$ cat config.mk
export PLATFORM = sky130hd
export DESIGN_NAME = ps2_host_tx
export DESIGN_NICKNAME = d
export VERILOG_FILES = /design/src/rtl/ps2_pkg.sv /design/src/rtl/ps2_line_filter.sv /design/src/rtl/ps2_host_tx.sv
export SDC_FILE = /design/constraint.sdc
export NUM_CORES = 1
export LEC_CHECK = 0
export CAP_MARGIN = 20
export CORE_MARGIN = 10
export CORE_UTILIZATION = 50
export DETAILED_ROUTE_END_ITERATION = 12
export DONT_BUFFER_PORTS = 1
export GPL_TIMING_DRIVEN = 0
export PLACE_DENSITY = 0.68
export SYNTH_ARGS = -nofsm -noshare
export SYNTH_HDL_FRONTEND = slang
export SYNTH_HIERARCHICAL = 1
export SYNTH_SLANG_ARGS = --single-unit
$ cat constraint.sdc
create_clock -name clk -period 1.6 [get_ports clk]
set_input_delay 0.32 -clock clk [delete_from_list [all_inputs] [get_ports clk]]
set_output_delay 0.32 -clock clk [all_outputs]
set_load 0.05 [all_outputs]
$ cat src/rtl/ps2_pkg.sv
// ps2_pkg: shared definitions for the PS/2 host transmitter and receiver.
//   - host transmitter FSM state encoding
//   - keyboard command and response byte constants
//   - frame helpers: odd parity and frame bit selection
package ps2_pkg;

    typedef enum logic [2:0] {
        ST_IDLE      = 3'd0,
        ST_INHIBIT   = 3'd1,
        ST_START     = 3'd2,
        ST_SEND      = 3'd3,
        ST_ACK       = 3'd4,
        ST_WAIT_IDLE = 3'd5
    } state_t;

    localparam logic [7:0] CMD_RESET    = 8'hFF;
    localparam logic [7:0] CMD_SET_LEDS = 8'hED;
    localparam logic [7:0] CMD_ECHO     = 8'hEE;
    localparam logic [7:0] RSP_ACK      = 8'hFA;
    localparam logic [7:0] RSP_RESEND   = 8'hFE;

    // bit_cnt value at which the stop bit is driven
    localparam logic [3:0] STOP_IDX = 4'd9;

    function automatic logic odd_parity(input logic [7:0] d);
        return ~^d;
    endfunction

    // Bit of the host frame following the start bit: 0-7 data LSB first,
    // 8 parity, anything above is the stop bit (1).
    function automatic logic frame_bit(input logic [7:0] d, input logic par,
                                       input logic [3:0] idx);
        if (idx < 4'd8)
            return d[idx[2:0]];
        else if (idx == 4'd8)
            return par;
        else
            return 1'b1;
    endfunction

endpackage

$ cat src/rtl/ps2_line_filter.sv
// ps2_line_filter: 2-FF synchronizer plus stability counter for one PS/2 pad.
// The output follows the synchronized input only after it has differed from
// the current output for 2^FILT_WIDTH consecutive cycles.
//   clk    : system clock
//   resetn : synchronous active-low reset (output resets to 1, idle bus)
//   din    : raw pad input
//   dout   : filtered, synchronized level
module ps2_line_filter #(
    parameter int FILT_WIDTH = 3
) (
    input  logic clk,
    input  logic resetn,
    input  logic din,
    output logic dout
);

    logic [1:0]            sync;
    logic [FILT_WIDTH-1:0] cnt;

    always_ff @(posedge clk) begin
        if (!resetn) begin
            sync <= 2'b11;
            cnt  <= '0;
            dout <= 1'b1;
        end else begin
            sync <= {sync[0], din};
            if (sync[1] == dout) begin
                cnt <= '0;
            end else if (&cnt) begin
                dout <= sync[1];
                cnt  <= '0;
            end else begin
                cnt <= cnt + FILT_WIDTH'(1);
            end
        end
    end

endmodule

$ cat src/rtl/ps2_host_tx.sv
// ps2_host_tx: host-to-device PS/2 command transmitter.
// Inhibits the bus clock, issues the start bit, then shifts 8 data bits,
// odd parity and stop on device clock falling edges, samples the device ack
// and waits for the bus to go idle. A per-edge watchdog aborts stalled frames.
//   clk, resetn            : system clock, synchronous active-low reset
//   tx_data/tx_valid/tx_ready : command byte handshake
//   busy                   : high whenever a transfer is in progress
//   tx_done/tx_error       : single-cycle completion / failure pulses
//   ps2_clk_in/ps2_data_in : raw pad inputs
//   ps2_clk_oe/ps2_data_oe : open-drain pull-down enables
module ps2_host_tx
    import ps2_pkg::*;
#(
    parameter int INHIBIT_CYCLES = 5000,
    parameter int TIMEOUT_CYCLES = 750000,
    parameter int FILT_WIDTH     = 3
) (
    input  logic       clk,
    input  logic       resetn,
    input  logic [7:0] tx_data,
    input  logic       tx_valid,
    output logic       tx_ready,
    output logic       busy,
    output logic       tx_done,
    output logic       tx_error,
    input  logic       ps2_clk_in,
    input  logic       ps2_data_in,
    output logic       ps2_clk_oe,
    output logic       ps2_data_oe
);

    localparam int CNT_MAX = (INHIBIT_CYCLES > TIMEOUT_CYCLES) ? INHIBIT_CYCLES : TIMEOUT_CYCLES;
    localparam int CNT_W   = $clog2(CNT_MAX + 1);

    state_t           state, state_next;
    logic             clk_f, data_f, clk_prev, fall;
    logic [7:0]       data_q;
    logic             par_q, err_flag;
    logic [3:0]       bit_cnt;
    logic [CNT_W-1:0] cnt;
    logic             accept, in_xfer, timeout, inhibit_end, finish_ok;
    logic             clk_oe_d, data_oe_d, ready_d, busy_d, done_d, error_d;

    ps2_line_filter #(.FILT_WIDTH(FILT_WIDTH)) u_clk_filt (
        .clk(clk), .resetn(resetn), .din(ps2_clk_in), .dout(clk_f)
    );

    ps2_line_filter #(.FILT_WIDTH(FILT_WIDTH)) u_data_filt (
        .clk(clk), .resetn(resetn), .din(ps2_data_in), .dout(data_f)
    );

    always_ff @(posedge clk) begin
        if (!resetn) clk_prev <= 1'b1;
        else         clk_prev <= clk_f;
    end

    assign fall        = clk_prev & ~clk_f;
    // tx_ready is only ever high while the FSM sits in IDLE
    assign accept      = tx_valid & tx_ready;
    assign in_xfer     = (state == ST_SEND) || (state == ST_ACK) || (state == ST_WAIT_IDLE);
    // a falling edge in the same cycle as the limit still counts as progress
    assign timeout     = in_xfer && !fall && (cnt == CNT_W'(TIMEOUT_CYCLES - 1));
    assign inhibit_end = (cnt == CNT_W'(INHIBIT_CYCLES - 1));
    assign finish_ok   = (state == ST_WAIT_IDLE) && clk_f && data_f;

    // State and registered outputs
    always_ff @(posedge clk) begin
        if (!resetn) begin
            state       <= ST_IDLE;
            ps2_clk_oe  <= 1'b0;
            ps2_data_oe <= 1'b0;
            tx_ready    <= 1'b1;
            busy        <= 1'b0;
            tx_done     <= 1'b0;
            tx_error    <= 1'b0;
        end else begin
            state       <= state_next;
            ps2_clk_oe  <= clk_oe_d;
            ps2_data_oe <= data_oe_d;
            tx_ready    <= ready_d;
            busy        <= busy_d;
            tx_done     <= done_d;
            tx_error    <= error_d;
        end
    end

    // Next state
    always_comb begin
        state_next = state;
        case (state)
            ST_IDLE:      if (accept) state_next = ST_INHIBIT;
            ST_INHIBIT:   if (inhibit_end) state_next = ST_START;
            ST_START:     state_next = ST_SEND;
            ST_SEND: begin
                if (timeout)                          state_next = ST_IDLE;
                else if (fall && bit_cnt == STOP_IDX) state_next = ST_ACK;
            end
            ST_ACK: begin
                if (timeout)   state_next = ST_IDLE;
                else if (fall) state_next = ST_WAIT_IDLE;
            end
            ST_WAIT_IDLE: if (timeout || finish_ok) state_next = ST_IDLE;
            default:      state_next = ST_IDLE;
        endcase
    end

    // Output next values
    always_comb begin
        clk_oe_d  = (state_next == ST_INHIBIT) || (state_next == ST_START);
        data_oe_d = ps2_data_oe;
        case (state_next)
            ST_IDLE, ST_INHIBIT: data_oe_d = 1'b0;
            ST_START:            data_oe_d = 1'b1;
            default: begin
                // start bit stays on the line until the first device edge
                if (state == ST_SEND && fall)
                    data_oe_d = ~frame_bit(data_q, par_q, bit_cnt);
            end
        endcase
        // ready returns one cycle after the done pulse, so the two never overlap
        ready_d = (state == ST_IDLE) && !accept;
        busy_d  = (state_next != ST_IDLE);
        done_d  = timeout || finish_ok;
        error_d = timeout || (finish_ok && err_flag);
    end

    // Frame datapath and shared inhibit / watchdog counter
    always_ff @(posedge clk) begin
        if (!resetn) begin
            data_q   <= '0;
            par_q    <= 1'b0;
            err_flag <= 1'b0;
            bit_cnt  <= '0;
            cnt      <= '0;
        end else begin
            case (state)
                ST_IDLE: begin
                    if (accept) begin
                        data_q   <= tx_data;
                        par_q    <= odd_parity(tx_data);
                        err_flag <= 1'b0;
                        cnt      <= '0;
                    end
                end
                ST_INHIBIT: cnt <= cnt + CNT_W'(1);
                ST_START: begin
                    cnt     <= '0;
                    bit_cnt <= '0;
                end
                ST_SEND, ST_ACK, ST_WAIT_IDLE: begin
                    cnt <= fall ? '0 : cnt + CNT_W'(1);
                    if (state == ST_SEND && fall) bit_cnt  <= bit_cnt + 4'd1;
                    if (state == ST_ACK && fall)  err_flag <= data_f;
                end
                default: ;
            endcase
        end
    end

endmodule

==> results.json, run 1 <==
{
  "start_util": 0.5252,
  "area_growth_pct": 24.09,
  "cp-start-kind": "register",
  "power.leakage_uw": 0.001300,
  "synth_edf_count": 0,
  "worstMarginPinSlew_ns": 0.5412,
  "rsz0062_at_grt": "yes",
  "synthFlopType": "dfxtp_1",
  "hpwl_microns": 4177,
  "critPathRequiredTime_ns": 1.81,
  "cap_violations": 0,
  "post-place-ws_ns": -0.5259,
  "vias": 2270,
  "p_per_area_nw_per_um2": 800.0,
  "path_cells": "buf_4, nand4_4, or4_4, nor3_4, xnor2_1, nor2_1",
  "ioPinCount": 19,
  "design.core.area_sq_um": 5172,
  "drc": 0,
  "hold_viol": 0,
  "clock_sinks": 56,
  "drt_first_pass_iters": 4,
  "drt_iter0_drc": 148,
  "synth_top_area_cell": "dfxtp_1",
  "clock_skew_ns": 0.008932,
  "grt_pass1_vias": 2223,
  "antenna_found_initial": 0,
  "clkTransAtPathRegs_ns": 0.10,
  "portBuffers": 0,
  "drive_gt1_frac": 0.2643,
  "synth_cells": 305,
  "status": "complete, but fails checks",
  "gp_congestion": 0.8420,
  "final_core_util": 0.6517,
  "cts_tree": "done",
  "grt_max_degree": 19,
  "max_freq_mhz": 567.6,
  "die_y_microns": 93.71,
  "grt.total_usage": 0.1461,
  "fin_crit_ns": 1.762,
  "wl_microns": 6360,
  "slowest_delay_ns": 0.66,
  "ys_seq_area_frac": 0.4127,
  "antenna_cells": 0,
  "synth_top_area_share": 0.4127,
  "routed_via_density": 5.633,
  "peakVddDrop_mv": 0.7463,
  "cts_buffers": 5,
  "fp-row-count": 26,
  "slew-limit-headroom": 0.6365,
  "wire_per_inst_microns": 15.78,
  "synth.distinct_cells": 43,
  "violations": "setup timing",
  "syn_area_per_cell_sq_um": 8.906,
  "yosys-top-cells-area": "dfxtp_1, nand2_1, xnor2_1",
  "syn_area_sq_um": 2716,
  "path_buf_inv": 1,
  "synthArstFlopShare": 0,
  "yosys_warnings": 6,
  "criticalPathCategory": "reg -> reg",
  "hold_class": "in -> reg",
  "cts_root_buf": "clkbuf_8",
  "clk-insertion-delay-late_ns": 0.31,
  "setup_viol": 12,
  "setup_slack_ns": -0.1618,
  "crit_family": "simple AND/OR/NAND/NOR gates",
  "crit_arrival_ns": 1.97,
  "synth_nets": 326,
  "htree_levels": 2,
  "ys_ff_latch": 56,
  "slowest_stage": "or4_4",
  "period_share": 1.101,
  "postRouteAntennaNets": 0,
  "die_w_microns": 93.71,
  "endpoint_kind": "register",
  "cp_max_fo": 7,
  "clockBufferDepth": 2,
  "die_area_sq_um": 8781,
  "overflow": 0,
  "nets": 353,
  "grt_pass1_wl_microns": 10610,
  "drv_slew": 0
}
where the power goes:
group / leakage [uW] / internal (uW) / switching (uW)
Sequential: 0.000461 / 1420 / 57.9
Clock: 0.0000591 / 474 / 486
Combinational: 0.000780 / 120 / 134
Total: 0.00130 / 2020 / 678
worst register-to-register path, stage by stage (launching register included):
cell and delay (ns):
dfxtp_4 0.38, buf_4 0.12, nand4_4 0.10, or4_4 0.66
nor3_4 0.18, xnor2_1 0.16, nor2_1 0.06
flip-flops by register name, summed over array words and instances, names as in the netlist:
signal            flops
u_clk_filt/cnt        3
ps2_data_oe           1
tx_error              1
bit_cnt               4
err_flag              1
busy                  1
clk_prev              1
tx_done               1
u_clk_filt/dout       1
u_data_filt/dout      1
tx_ready              1
state                 3
data_q                8
u_clk_filt/sync       2
u_data_filt/sync      2
u_data_filt/cnt       3
cnt                  20
par_q                 1
ps2_clk_oe            1
cell families after synthesis:
family                     after synthesis  synth area share
AOI/OAI and AO/OA                       43            0.1082
xor gates and xnor gates                28           0.09028
adders and majority gates                8           0.03685
buffers and inverters                   18           0.02626
DFF                                     56            0.4127
muxes                                    2           0.01658
and+or+nand+nor                        150            0.3091
cells in the mapped netlist (4+ instances only):
| library cell | number |
|---|---|
| a21boi_0 | 11 |
| a21oi_1 | 9 |
| and2_1 | 4 |
| and3_1 | 8 |
| and4bb_2 | 4 |
| clkbuf_1 | 7 |
| dfxtp_1 | 56 |
| ha_1 | 8 |
| inv_1 | 7 |
| nand2_1 | 43 |
| nand2b_1 | 8 |
| nand3_1 | 11 |
| nand4_1 | 10 |
| nor2_1 | 29 |
| nor2b_1 | 5 |
| nor3_1 | 4 |
| nor4_1 | 4 |
| o21ai_0 | 11 |
| xnor2_1 | 18 |
| xor2_1 | 10 |
path summary, 6_finish.rpt:
path                            startpoint                              to  slack, ns  depth (start not counted)
max                    cnt[4]$_SDFFE_PN0P_            cnt[14]$_SDFFE_PN0P_      -0.16                          6
max reg2reg            cnt[4]$_SDFFE_PN0P_            cnt[14]$_SDFFE_PN0P_      -0.16                          6
min                                 resetn  u_data_filt/sync[0]$_SDFF_PN1_       0.08                          1
min reg2reg  u_clk_filt/sync[0]$_SDFF_PN1_   u_clk_filt/sync[1]$_SDFF_PN1_       0.42                          1
cell usage in the layout (no fill, tap or decap), types with 3 or more instances in the layout:
master and n:
nand2b_1 7, buf_6 7, or4_4 3, clkbuf_8 5, nand4b_1 3, nand3_1 6, nor4_4 3, dfxtp_4 7
nand3_2 4, nor2_1 25, nand2_1 40, nor4b_1 3, inv_1 7, dfxtp_2 6, ha_1 7, nand4_1 10
and3_1 7, and4bb_2 4, a21boi_0 9, o211ai_1 3, buf_4 19, xor2_1 10, and2_1 3, nor2b_1 5
xnor2_1 18, a21oi_1 8, o21ai_0 9, nor2_4 3, dfxtp_1 43, clkbuf_1 3
through the flow:
stage	hold slack [ns]	instance area (sq um)	TNS [ns]	instances	power, uW
3_3_place_gp	0.3888	2861	-9.278	375	1730
3_5_place_dp	0.3956	2861	-9.955	375	1735
2_1_floorplan	0.3863	2774	-0.4095	305	1684
6_report	0.07664	3371	-1.015	403	2696
5_1_grt	0.06368	3371	-2.168	403	2801
4_1_cts	0.07008	3224	-0.5265	397	2697
per-layer routing:
metal / GRT usage / routed length [microns] / vias up
met2: 0.2356 / 3061 / 49
li1: - / - / 1134
met4: 0.04304 / 72 / 0
met5: 0 / 0 / -
met1: 0.1925 / 2944 / 1079
met3: 0.02798 / 282 / 8
layout make-up:
type	instances	area [sq um]
Clock buffer	5	68.82
Sequential cell	56	1155
Timing Repair Buffer	22	183.9
Multi-Input combinational cell	231	1740
Clock inverter	3	45.04
Tap cell	70	87.58
Fill cell	422	1802
Inverter	7	26.28
Buffer	9	63.81
what timing repair did:
item                       4_1_cts  5_1_grt
setup endpoints to repair       37       33
pin swaps                       11       14
hold buffers                     0        0
resized for setup               42       30
buffers inserted                16        6
Power figures use the tool's default switching activity.
==> inputs of run 2 (changes only) <==
- ABC_AREA: not set -> 1
- ABC_CLOCK_PERIOD_IN_PS: not set -> 1600
==> results.json, run 2 <==
{
  "routed_via_density": 5.191,
  "max_freq_mhz": 614.6,
  "synth_top_area_cell": "dfxtp_1",
  "path_buf_inv": 2,
  "slowest_delay_ns": 0.38,
  "synth_cells": 411,
  "drt_first_pass_iters": 5,
  "total_power_uw": 2578,
  "critPathRequiredTime_ns": 1.86,
  "fp-row-count": 27,
  "endpoint_kind": "register",
  "drive_gt1_frac": 0.2552,
  "cts_buffers": 5,
  "portBuffers": 0,
  "final_core_util": 0.6074,
  "start_util": 0.5210,
  "cts_root_buf": "clkbuf_8",
  "synth_common_cells": "nand2_1, inv_1, dfxtp_1",
  "synth-simple-area-share": 0.3589,
  "synthMuxAreaShare": 0,
  "drt_iter0_drc": 155,
  "die_area_sq_um": 9256,
  "yosys-top-cells-area": "dfxtp_1, nand2_1, inv_1",
  "worstMarginPinSlew_ns": 0.5302,
  "hpwl_microns": 4551,
  "synthAdderAreaFrac": 0.03447,
  "synth_top_area_share": 0.3860,
  "globalRoute.busiestLayer": "met2",
  "wl_microns": 6446,
  "synth_top_family_by_area": "simple AND/OR/NAND/NOR gates",
  "drc": 0,
  "grt_pass1_wl_microns": 10470,
  "die_w_microns": 96.21,
  "ioPinCount": 19,
  "grt_max_degree": 20,
  "gr-usage-met2": 0.2046,
  "p_per_area_nw_per_um2": 761.4,
  "vias": 2611,
  "criticalPathCategory": "reg -> reg",
  "clock_skew_ns": 0.008664,
  "period_share": 1.017,
  "antenna_found_initial": 0,
  "nets": 451,
  "ys_ff_latch": 56,
  "whs_ns": 0.07263,
  "synthFlopType": "dfxtp_1",
  "top_regs": "cnt x20, data_q x8, bit_cnt x4",
  "layout_common_cells": "nand2_1, inv_1, dfxtp_1",
  "largest_register": "cnt",
  "peakVddDrop_mv": 0.3959,
  "cap_violations": 0,
  "status": "complete, but fails checks",
  "cts_tree": "done",
  "die_y_microns": 96.21,
  "crit_arrival_ns": 1.89,
  "synth_edf_count": 0,
  "slowest_stage": "dfxtp_4",
  "gp_congestion": 0.9000,
  "violations": "setup timing",
  "hold_class": "in -> reg",
  "crit_family": "simple AND/OR/NAND/NOR gates",
  "grt_use_met1": 0.1993,
  "synth_nets": 432,
  "antenna_cells": 0,
  "synthXorXnorAreaFrac": 0.02413,
  "fin_crit_ns": 1.627,
  "layout_commonest_cell": "nand2_1",
  "synth_compound_area_frac": 0.09953,
  "slew-limit-headroom": 0.6460,
  "placed_area_sq_um": 2995,
  "overflow": 0,
  "postRouteAntennaNets": 0,
  "synth.distinct_cells": 35,
  "clk-insertion-delay-late_ns": 0.32,
  "syn_area_per_cell_sq_um": 7.066,
  "rsz0062_at_grt": "yes",
  "synth.most_common_cell": "nand2_1",
  "path_cells": "ha_4, nand2_4, nor2_4, nand2_2, nor2_4, nand2_4, buf_4, nor3_2, nand4_1, nand2_1, inv_1, nor2_1",
  "synthArstFlopShare": 0,
  "yosys_warnings": 6,
  "clock_sinks": 56,
  "grt.total_usage": 0.1409,
  "cp_max_fo": 3,
  "ys_seq_area_frac": 0.3860,
  "design.core.area_sq_um": 5574,
  "setup_viol": 3,
  "setup_slack_ns": -0.02721,
  "drv_slew": 0,
  "area_growth_pct": 16.59,
  "htree_levels": 2,
  "met3_usage": 0.03502,
  "clkTransAtPathRegs_ns": 0.11,
  "largest_reg_flops": 20,
  "wire_per_inst_microns": 12.82,
  "fin_area_sq_um": 3386,
  "grt_pass1_vias": 2261,
  "power.leakage_uw": 0.001463,
  "cp-start-kind": "register",
  "hold_viol": 0,
  "syn_area_sq_um": 2904,
  "clockBufferDepth": 2
}
-- run 2: routing by layer --
layer	routed length, microns	vias to the layer above	part of all wire
met5	0	-	0
met4	79	0	0.012
met3	418	9	0.065
met2	2901	70	0.45
met1	3047	1193	0.47
li1	-	1339	-
-- run 2: path summary, 6_finish.rpt --
kind	depth (start not counted)	start	to	slack, ns
worst max-delay path	12	cnt[0]$_SDFFE_PN0P_	cnt[16]$_SDFFE_PN0P_	-0.03
worst min-delay path	1	resetn	u_clk_filt/dout$_SDFFE_PN1P_	0.07
worst max register to register	12	cnt[0]$_SDFFE_PN0P_	cnt[16]$_SDFFE_PN0P_	-0.03
worst min register to register	1	u_clk_filt/sync[0]$_SDFF_PN1_	u_clk_filt/sync[1]$_SDFF_PN1_	0.43
-- run 2: logic make-up after synthesis --
logic type | Yosys count
buf+inv | 70
simple gates | 216
compound gates | 53
flops | 56
fa+ha+maj | 8
xor+xnor | 8
-- run 2: area by class of cell --
class                      count  area [sq um]
buffer                         6         46.29
clock buffer                   5         68.82
clock inverter                 3         25.02
fill                         534          2188
inverter                      64         240.2
multi-input combinational    285          1664
sequential                    56          1145
tap                           72         90.09
timing repair buffer          12         106.4
-- run 2: where the power goes --
part | switching [uW] | internal, uW
logic | 163 | 98.9
registers | 56.4 | 1430
clock network | 505 | 320
-- run 2: worst register-to-register path, cell delays in order (launching register included) --
cell and delay [ns]:
dfxtp_4 0.38, ha_4 0.14, nand2_4 0.07, nor2_4 0.11
nand2_2 0.08, nor2_4 0.11, nand2_4 0.08, buf_4 0.14
nor3_2 0.14, nand4_1 0.13, nand2_1 0.08, inv_1 0.03
nor2_1 0.09
-- run 2: what timing repair did --
item | in CTS | in global routing
endpoints found under the setup margin | 8 | 22
buffers inserted | 8 | 4
pin swaps | 11 | 15
gates cloned | 0 | 0
hold buffers | 0 | 0
gates resized for setup | 24 | 39
-- run 2: metrics by stage --
step	cells	setup TNS [ns]	worst slack (ns)
3_3_place_gp	483	-0.2697	-0.1380
2_1_floorplan	411	0	0.04320
3_5_place_dp	483	-0.6201	-0.2040
5_1_grt	503	-0.7619	-0.1401
4_1_cts	499	-0.4308	-0.1157
6_report	503	-0.04806	-0.02721
